`config.mk`:
```
export PLATFORM = sky130hd
export DESIGN_NAME = vx_stream_packet_arb
export DESIGN_NICKNAME = d
export VERILOG_FILES = /design/src/rtl/vx_stream_packet_arb.sv
export SDC_FILE = /design/constraint.sdc
export NUM_CORES = 1
export LEC_CHECK = 0
export CORE_ASPECT_RATIO = 2
export CORE_MARGIN = 2
export CORE_UTILIZATION = 28
export CTS_BUF_LIST = sky130_fd_sc_hd__clkbuf_4 sky130_fd_sc_hd__clkbuf_8
export CTS_CLUSTER_DIAMETER = 150
export DETAILED_ROUTE_END_ITERATION = 10
export HOLD_SLACK_MARGIN = 0.1
export PLACE_DENSITY_LB_ADDON = 0.15
export SYNTH_ARGS = -nofsm -noshare
export SYNTH_HDL_FRONTEND = slang
export SYNTH_SLANG_ARGS = --single-unit
```
`constraint.sdc`:
```
create_clock -name clk -period 3.2 [get_ports clk]
set_input_delay 0.64 -clock clk [delete_from_list [all_inputs] [get_ports clk]]
set_output_delay 0.64 -clock clk [all_outputs]
set_load 0.03 [all_outputs]
```
`src/rtl/vx_stream_packet_arb.sv`:
```
// vx_stream_packet_arb: grouped N-to-M stream arbiter with packet locking and
// an optional 2-entry skid buffer on each output.
module vx_stream_packet_arb #(
    parameter int NUM_INPUTS  = 4,
    parameter int NUM_OUTPUTS = 1,
    parameter int DATAW       = 32,
    parameter     TYPE        = "R",
    parameter bit LOCK_ENABLE = 1'b1,
    parameter bit BUFFERED    = 1'b0,
    localparam int R    = NUM_INPUTS / NUM_OUTPUTS,
    localparam int SELW = (R > 1) ? $clog2(R) : 1
) (
    input  logic                          clk,
    input  logic                          reset,
    input  logic [NUM_INPUTS-1:0]         valid_in,
    input  logic [NUM_INPUTS*DATAW-1:0]   data_in,
    input  logic [NUM_INPUTS-1:0]         last_in,
    output logic [NUM_INPUTS-1:0]         ready_in,
    output logic [NUM_OUTPUTS-1:0]        valid_out,
    output logic [NUM_OUTPUTS*DATAW-1:0]  data_out,
    output logic [NUM_OUTPUTS-1:0]        last_out,
    output logic [NUM_OUTPUTS*SELW-1:0]   sel_out,
    input  logic [NUM_OUTPUTS-1:0]        ready_out
);
    localparam bit RR = (TYPE == "R");
    localparam int PW = DATAW + 1 + SELW;

    if (NUM_INPUTS % NUM_OUTPUTS != 0) begin : g_bad_split
        $error("vx_stream_packet_arb: NUM_INPUTS must be a multiple of NUM_OUTPUTS");
    end
    if (TYPE != "R" && TYPE != "P") begin : g_bad_type
        $error("vx_stream_packet_arb: TYPE must be \"R\" or \"P\"");
    end

    for (genvar g = 0; g < NUM_OUTPUTS; g++) begin : g_grp
        logic [R-1:0]     vg, lg;
        logic [DATAW-1:0] dg [R];
        logic [SELW-1:0]  sel_idx;
        logic             sel_valid, sel_last, sel_ready, hs;
        logic [PW-1:0]    sel_pl, out_pl;
        logic             out_v;

        assign vg = valid_in[g*R +: R];
        assign lg = last_in[g*R +: R];
        for (genvar i = 0; i < R; i++) begin : g_unpack
            assign dg[i] = data_in[(g*R+i)*DATAW +: DATAW];
        end

        if (R == 1) begin : g_single
            assign sel_idx   = '0;
            assign sel_valid = vg[0];
        end else begin : g_arb
            localparam logic [SELW:0] RW = (SELW+1)'(R);
            logic            lock_valid_q, lock_valid_d;
            logic [SELW-1:0] lock_idx_q, lock_idx_d, rr_ptr_q, rr_ptr_d;
            logic [SELW-1:0] pick, base, nxt;
            logic [SELW:0]   j;
            logic            any;

            // Scan from the lowest priority up so the highest-priority requester is written last.
            always_comb begin
                base = RR ? rr_ptr_q : '0;
                pick = '0;
                any  = 1'b0;
                j    = '0;
                for (int k = R - 1; k >= 0; k--) begin
                    j = {1'b0, base} + (SELW+1)'(k);
                    j = (j >= RW) ? j - RW : j;
                    if (vg[j[SELW-1:0]]) begin
                        pick = j[SELW-1:0];
                        any  = 1'b1;
                    end
                end
            end

            assign sel_idx   = lock_valid_q ? lock_idx_q : pick;
            assign sel_valid = lock_valid_q ? vg[lock_idx_q] : any;
            assign nxt       = (sel_idx == SELW'(R-1)) ? '0 : sel_idx + 1'b1;

            always_comb begin
                lock_valid_d = hs ? (LOCK_ENABLE && !sel_last) : lock_valid_q;
                lock_idx_d   = hs ? sel_idx : lock_idx_q;
                rr_ptr_d     = (RR && hs && (sel_last || !LOCK_ENABLE)) ? nxt : rr_ptr_q;
            end

            always_ff @(posedge clk) begin
                if (reset) begin
                    lock_valid_q <= 1'b0;
                    lock_idx_q   <= '0;
                    rr_ptr_q     <= '0;
                end else begin
                    lock_valid_q <= lock_valid_d;
                    lock_idx_q   <= lock_idx_d;
                    rr_ptr_q     <= rr_ptr_d;
                end
            end
        end

        assign sel_last = lg[sel_idx];
        assign sel_pl   = {dg[sel_idx], sel_last, sel_idx};
        assign hs       = sel_valid & sel_ready;
        assign ready_in[g*R +: R] = hs ? R'(1) << sel_idx : '0;

        if (BUFFERED) begin : g_buf
            logic          out_v_q, out_v_d, skid_v_q, skid_v_d, pop, load;
            logic [PW-1:0] out_q, out_d, skid_q, skid_d;

            // Upstream ready depends only on skid occupancy, cutting the ready_out path.
            assign sel_ready = !skid_v_q;
            assign pop       = out_v_q & ready_out[g];
            assign load      = !out_v_q || pop;

            always_comb begin
                out_v_d  = load ? (skid_v_q || hs) : out_v_q;
                out_d    = load ? (skid_v_q ? skid_q : sel_pl) : out_q;
                skid_v_d = load ? 1'b0 : (skid_v_q || hs);
                skid_d   = (!load && hs) ? sel_pl : skid_q;
            end

            always_ff @(posedge clk) begin
                if (reset) begin
                    out_v_q  <= 1'b0;
                    skid_v_q <= 1'b0;
                    out_q    <= '0;
                    skid_q   <= '0;
                end else begin
                    out_v_q  <= out_v_d;
                    skid_v_q <= skid_v_d;
                    out_q    <= out_d;
                    skid_q   <= skid_d;
                end
            end

            assign out_v  = out_v_q;
            assign out_pl = out_q;
        end else begin : g_pass
            assign sel_ready = ready_out[g];
            assign out_v     = sel_valid;
            assign out_pl    = sel_pl;
        end

        assign valid_out[g] = out_v;
        assign {data_out[g*DATAW +: DATAW], last_out[g], sel_out[g*SELW +: SELW]} = out_pl;
    end
endmodule

```
==> results of run 1 <==
metrics by stage:
stage / worst slack [ps] / setup TNS (ps)
after floorplan: 167 / 0
after global placement: -220 / -5280
after CTS: 0.225 / 0
after detailed placement: -275 / -7430
final: 84.3 / 0
after global routing: 1.86 / 0
worst register-to-register path: cells and delay by family (launching register included):
family                 cells  cell delay [ps]
and+or+nand+nor            2              470
buffers and inverters      5              660
AOI/OAI and AO/OA          4              500
DFF                        1              450
muxes                      1              170
worst max path at each step:
stage / startpoint / end / cells past startpoint
2_1_floorplan: valid_in[2] / ready_in[3] / 6
3_3_place_gp: valid_in[0] / data_out[16] / 11
3_5_place_dp: valid_in[2] / data_out[30] / 11
4_1_cts: valid_in[2] / data_out[22] / 12
5_1_grt: valid_in[3] / last_out / 11
6_report: valid_in[3] / last_out / 11
timing repair:
action                     4_1_cts  5_1_grt
gates resized for setup         27       10
pin swaps                        6        2
buffers inserted                 7        2
setup endpoints to repair       38       22
hold buffers                     0        0
gates cloned                     3        2
power by group:
part	internal (W)	leakage, nW	switching (W)	total (W)
clock	0.0000940	0.0262	0.0000310	0.000125
combinational	0.000774	1.69	0.000805	0.00158
sequential	0.0000715	0.0410	0.0000162	0.0000877
flip-flops by register name, indices dropped and copies added (netlist names):
signal / count
g_grp.g_arb.base: 2
g_grp.g_arb.lock_valid_q: 1
g_grp.g_arb.lock_idx_q: 2
cell usage in the layout, fill, tap and decap left out, types with 2 or more instances in the layout:
master,synthesis,final
clkdlybuf4s50_1,0,135
nand2_1,134,134
buf_4,1,53
and3_1,36,36
a31oi_1,32,28
buf_12,0,9
mux2i_1,6,6
nand2b_1,5,5
dfxtp_1,5,5
ha_1,4,4
nor2_1,4,3
a21oi_1,4,3
clkbuf_8,0,3
clkbuf_2,0,3
buf_6,1,3
a21boi_1,1,2
a31oi_2,0,2
a31oi_4,0,2
bufbuf_16,0,2
clkbuf_16,0,2
dlygate4sd2_1,0,2
per-layer routing:
| layer | part of all wire | GRT usage | vias up | wire [µm] |
|---|---|---|---|---|
| li1 | - | - | 1323 | - |
| met4 | 0.012 | 0.0612 | 0 | 91 |
| met1 | 0.37 | 0.250 | 1245 | 2910 |
| met3 | 0.094 | 0.0550 | 8 | 733 |
| met2 | 0.52 | 0.447 | 167 | 4050 |
| met5 | 0 | 0 | - | 0 |
kinds of logic (layout without fill, tap and decap cells):
| logic type | Yosys count | in the layout | synth area share |
|---|---|---|---|
| AOI/OAI and AO/OA | 45 | 45 | 0.211 |
| adders and majority gates | 4 | 4 | 0.0330 |
| buffers and inverters | 24 | 218 | 0.0750 |
| DFF | 5 | 5 | 0.0660 |
| muxes | 8 | 8 | 0.0692 |
| and+or+nand+nor | 186 | 186 | 0.546 |
layout make-up:
cell class,instances,area (µm²)
multi-input combinational,243,1370
clock buffer,4,48.8
tap,60,75.1
timing repair buffer,211,2150
inverter,3,23.8
sequential,5,100
fill,440,1550
==> results_dict.tcl, run 1 <==
set metrics [dict create \
    crit_family "buffers and inverters" \
    drt_pass1_iterations 4 \
    htreeDepth 1 \
    skew_ps 1.10 \
    synth.top_cell.area_share 0.331 \
    grt-ovfl-total 0 \
    rrSetupSlack_ps 810 \
    cts_buffer_depth 2 \
    path_common_cell "buf_4" \
    port_buffers 178 \
    yosys.area.top_type "nand2_1" \
    max_slew_margin 0.771 \
    antenna_cells 0 \
    fin_util 0.709 \
    drtIter0Drc 132 \
    cpPeakStageDelay_ps 280 \
    fp.dieH_um 108 \
    routed_wl_um 7780 \
    min-delay-start "g_grp[0].g_arb.lock_idx_q[0]$_SDFFE_PP0P_" \
    start_util 0.285 \
    ant_nets 0 \
    worst_pin_slew_ps 341 \
    crit_buf_inv 7 \
    path_max_fanout 15 \
    rsz0062_at_grt "false" \
    die_x_um 56.1 \
    viasPerCell 5.21 \
    synthCells 272 \
    power_density_nw_per_um2 474 \
    min_period_ps 3120 \
    totalPowerFinal_w 0.00179 \
    ys_async_sr_fraction 0 \
    slew_viol_final 0 \
    row_count 38 \
    clk_pin_slew_ps 30 \
    whs_path_depth 2 \
    via_count 2743 \
    layout.cells.non_filler 526 \
    route.detailed.drc 0 \
    leakage_nw 1.76 \
    ioPinCount 179 \
    rr_worst_depth 12 \
    clock_latency_ps 220 \
    synth.distinct_cells 33 \
    end_kind "output pin" \
    place_congestion 0.945 \
    synth.most_common_cell "nand2_1" \
    grt_first_pass_wirelength_um 11700 \
    crit_chain "dlygate4sd2_1 -> buf_4 -> nor4b_4 -> a21o_4 -> buf_4 -> clkinv_8 -> buf_12 -> buf_4 -> mux2i_4 -> mux2i_1 -> buf_4" \
    yosys-top-cells-area "nand2_1 33%, and3_1 15%, a31oi_1 13%, dfxtp_1 6.6%, mux2i_1 4.0%" \
    grtUsageTotal 0.234 \
    crit_type "in -> out" \
    placed_area_um2 3410 \
    setup_viol 0 \
    outcome "completed" \
    design_area_um2 3770 \
    avgSynthCellArea_um2 5.58 \
    cts.sinks 5 \
    grt_pass1_vias 2649 \
    drive_gt1_frac 0.206 \
    hold_ws_ps 502 \
    hold_viol 0 \
    cts_buffers 3 \
    wl_per_cell_um 14.8 \
    min_period_over_period 0.974 \
    cts_tree "built" \
    ir_drop_v 0.000350 \
    synth_area_um2 1520 \
    area_growth_pct 149 \
    r2r_end "g_grp[0].g_arb.base[0]$_SDFFE_PP0P_" \
    clk_root_buffer_cell "clkbuf_8" \
    min_to "g_grp[0].g_arb.lock_idx_q[0]$_SDFFE_PP0P_" \
    start_kind "primary input" \
    yosys-top-cells-count "134 x nand2_1, 36 x and3_1, 32 x a31oi_1" \
    die-area_um2 6060 \
    yosysSeqAreaShare 0.0660 \
    grt_antenna_before_repair 0 \
    core_um2 5330 \
    hpwl_um 5710 \
    min_path_type "reg -> reg" \
    synth-edff-count 0 \
    r2r-start "g_grp[0].g_arb.base[1]$_SDFFE_PP0P_" \
    grt_max_degree 39 \
    fin_nets 610 \
    synthFlopType "dfxtp_1" \
    ys_seq_elements 5 \
    drv_cap 0 \
    dp.cells 508 \
    ys_warn_count 0 \
    required_ps 2560 \
    timing.fmax_mhz 321 \
    synthesis.nets 415 \
    arrival_ps 2480 \
    slowest_stage "nor4b_4" \
]
Power figures use the tool's default switching activity.
==> run 2: changes to the inputs <==
--- a/config.mk
+++ b/config.mk
@@ -6,7 +6,7 @@
 export NUM_CORES = 1
 export LEC_CHECK = 0
 export CORE_ASPECT_RATIO = 2
-export CORE_MARGIN = 2
+export CORE_MARGIN = 5
 export CORE_UTILIZATION = 28
 export CTS_BUF_LIST = sky130_fd_sc_hd__clkbuf_4 sky130_fd_sc_hd__clkbuf_8
 export CTS_CLUSTER_DIAMETER = 150
==> results_dict.tcl, run 2 (same netlist as run 1, synthesis figures left out) <==
set metrics [dict create \
    outcome "completed" \
    final_cell_mix "135 x clkdlybuf4s50_1, 134 x nand2_1, 59 x buf_4" \
    grt-ovfl-total 0 \
    layout.cells.non_filler 527 \
    rrSetupSlack_ps 1020 \
    drive_gt1_frac 0.201 \
    min_to "g_grp[0].g_arb.lock_idx_q[0]$_SDFFE_PP0P_" \
    totalPowerFinal_w 0.00172 \
    drt_pass1_iterations 4 \
    area_growth_pct 142 \
    min_period_over_period 0.954 \
    die_x_um 62.1 \
    route.detailed.drc 0 \
    whs_path_depth 2 \
    slew_viol_final 0 \
    die-area_um2 7080 \
    start_kind "primary input" \
    fp.dieH_um 114 \
    power_density_nw_per_um2 467 \
    port_buffers 178 \
    fin_nets 611 \
    ant_nets 0 \
    layout_commonest_cell "clkdlybuf4s50_1" \
    r2r-start "g_grp[0].g_arb.base[1]$_SDFFE_PP0P_" \
    rr_worst_depth 10 \
    clock_latency_ps 230 \
    ir_drop_v 0.000483 \
    end_kind "output pin" \
    skew_ps 0.253 \
    grtUsageTotal 0.217 \
    htreeDepth 1 \
    worst_pin_slew_ps 404 \
    place_congestion 0.924 \
    placed_area_um2 3440 \
    routed_wl_um 8090 \
    wl_per_cell_um 15.4 \
    r2r_end "g_grp[0].g_arb.base[0]$_SDFFE_PP0P_" \
    clk_root_buffer_cell "clkbuf_8" \
    cts_tree "built" \
    ioPinCount 179 \
    drtIter0Drc 107 \
    setup_tns_ps 0 \
    grt_antenna_before_repair 0 \
    viasPerCell 4.95 \
    cts.sinks 5 \
    cts_buffer_depth 2 \
    grt_pass1_vias 2590 \
    required_ps 2560 \
    min_path_type "reg -> reg" \
    core_um2 5370 \
    max_slew_margin 0.728 \
    leakage_nw 1.73 \
    rsz0062_at_grt "false" \
    setup_viol 0 \
    crit_type "in -> out" \
    hold_ws_ps 510 \
    dp.cells 516 \
    antenna_cells 0 \
    min_period_ps 3050 \
    min-delay-start "g_grp[0].g_arb.lock_idx_q[0]$_SDFFE_PP0P_" \
    via_count 2608 \
    hpwl_um 6420 \
    row_count 38 \
    grt_max_degree 25 \
    grt_first_pass_wirelength_um 12000 \
    hold_viol 0 \
    design_area_um2 3680 \
    cts_buffers 3 \
    arrival_ps 2410 \
    drv_cap 0 \
    cts_hold_buf 0 \
    path_max_fanout 11 \
    clk_pin_slew_ps 40 \
    start_util 0.282 \
    timing.fmax_mhz 328 \
]
## run 2: cell count changes in the layout (fill, tap and decap cells not counted), moves of 2 or more
cell	before	now
clkbuf_16	2	0
a31oi_1	28	31
a31oi_4	2	0
dlygate4sd2_1	2	0
buf_12	9	7
buf_4	53	59
## run 2: per-stage QoR
step                      setup slack (ps)   util
after floorplan                        167      -
after global placement                -167  0.640
after detailed placement              -189  0.640
after CTS                             20.0  0.683
after global routing                  3.67  0.684
final                                  149  0.684
## run 2: report_power, final
group          switching, W  internal, W
clock network     0.0000396    0.0000843
registers         0.0000162    0.0000714
logic              0.000777     0.000729
## run 2: worst max-delay path by stage
stage | startpoint | end | depth (start not counted) | slack [ps]
after floorplan | valid_in[2] | ready_in[3] | 6 | 170
after global placement | valid_in[0] | data_out[3] | 10 | -170
after detailed placement | valid_in[0] | data_out[4] | 10 | -190
after CTS | valid_in[0] | data_out[10] | 12 | 20
after global routing | valid_in[3] | data_out[25] | 11 | 4
final | valid_in[3] | data_out[25] | 11 | 150
## run 2: timing repair
item                                    in CTS  in global routing
endpoints found under the setup margin      36                 34
resized for setup                           19                 10
cloned                                       3                  0
pin swaps                                    4                  4
buffers inserted                             4                  0
## run 2: area by class of cell
cell class | instances | area (µm²)
Timing Repair Buffer | 212 | 2100
Fill cell | 479 | 1700
Sequential cell | 5 | 100
Tap cell | 60 | 75.1
Clock buffer | 3 | 41.3
Multi-Input combinational cell | 243 | 1340
Inverter | 3 | 18.8
Clock inverter | 1 | 5.00
## run 2: layer usage
| metal | routed length [µm] | global-route usage | up-vias |
|---|---|---|---|
| met3 | 581 | 0.0203 | 22 |
| li1 | - | - | 1323 |
| met2 | 4390 | 0.404 | 112 |
| met4 | 275 | 0.0765 | 0 |
| met5 | 0 | 0 | - |
| met1 | 2850 | 0.236 | 1151 |
## run 2: worst max-delay path: stages
cell	delay [ps]
clkdlybuf4s15_1	210
and3b_1	210
a21oi_2	110
o21ai_1	90
a21o_4	260
inv_8	100
bufbuf_16	270
nand2_1	50
and3_1	150
a31oi_1	130
buf_4	180
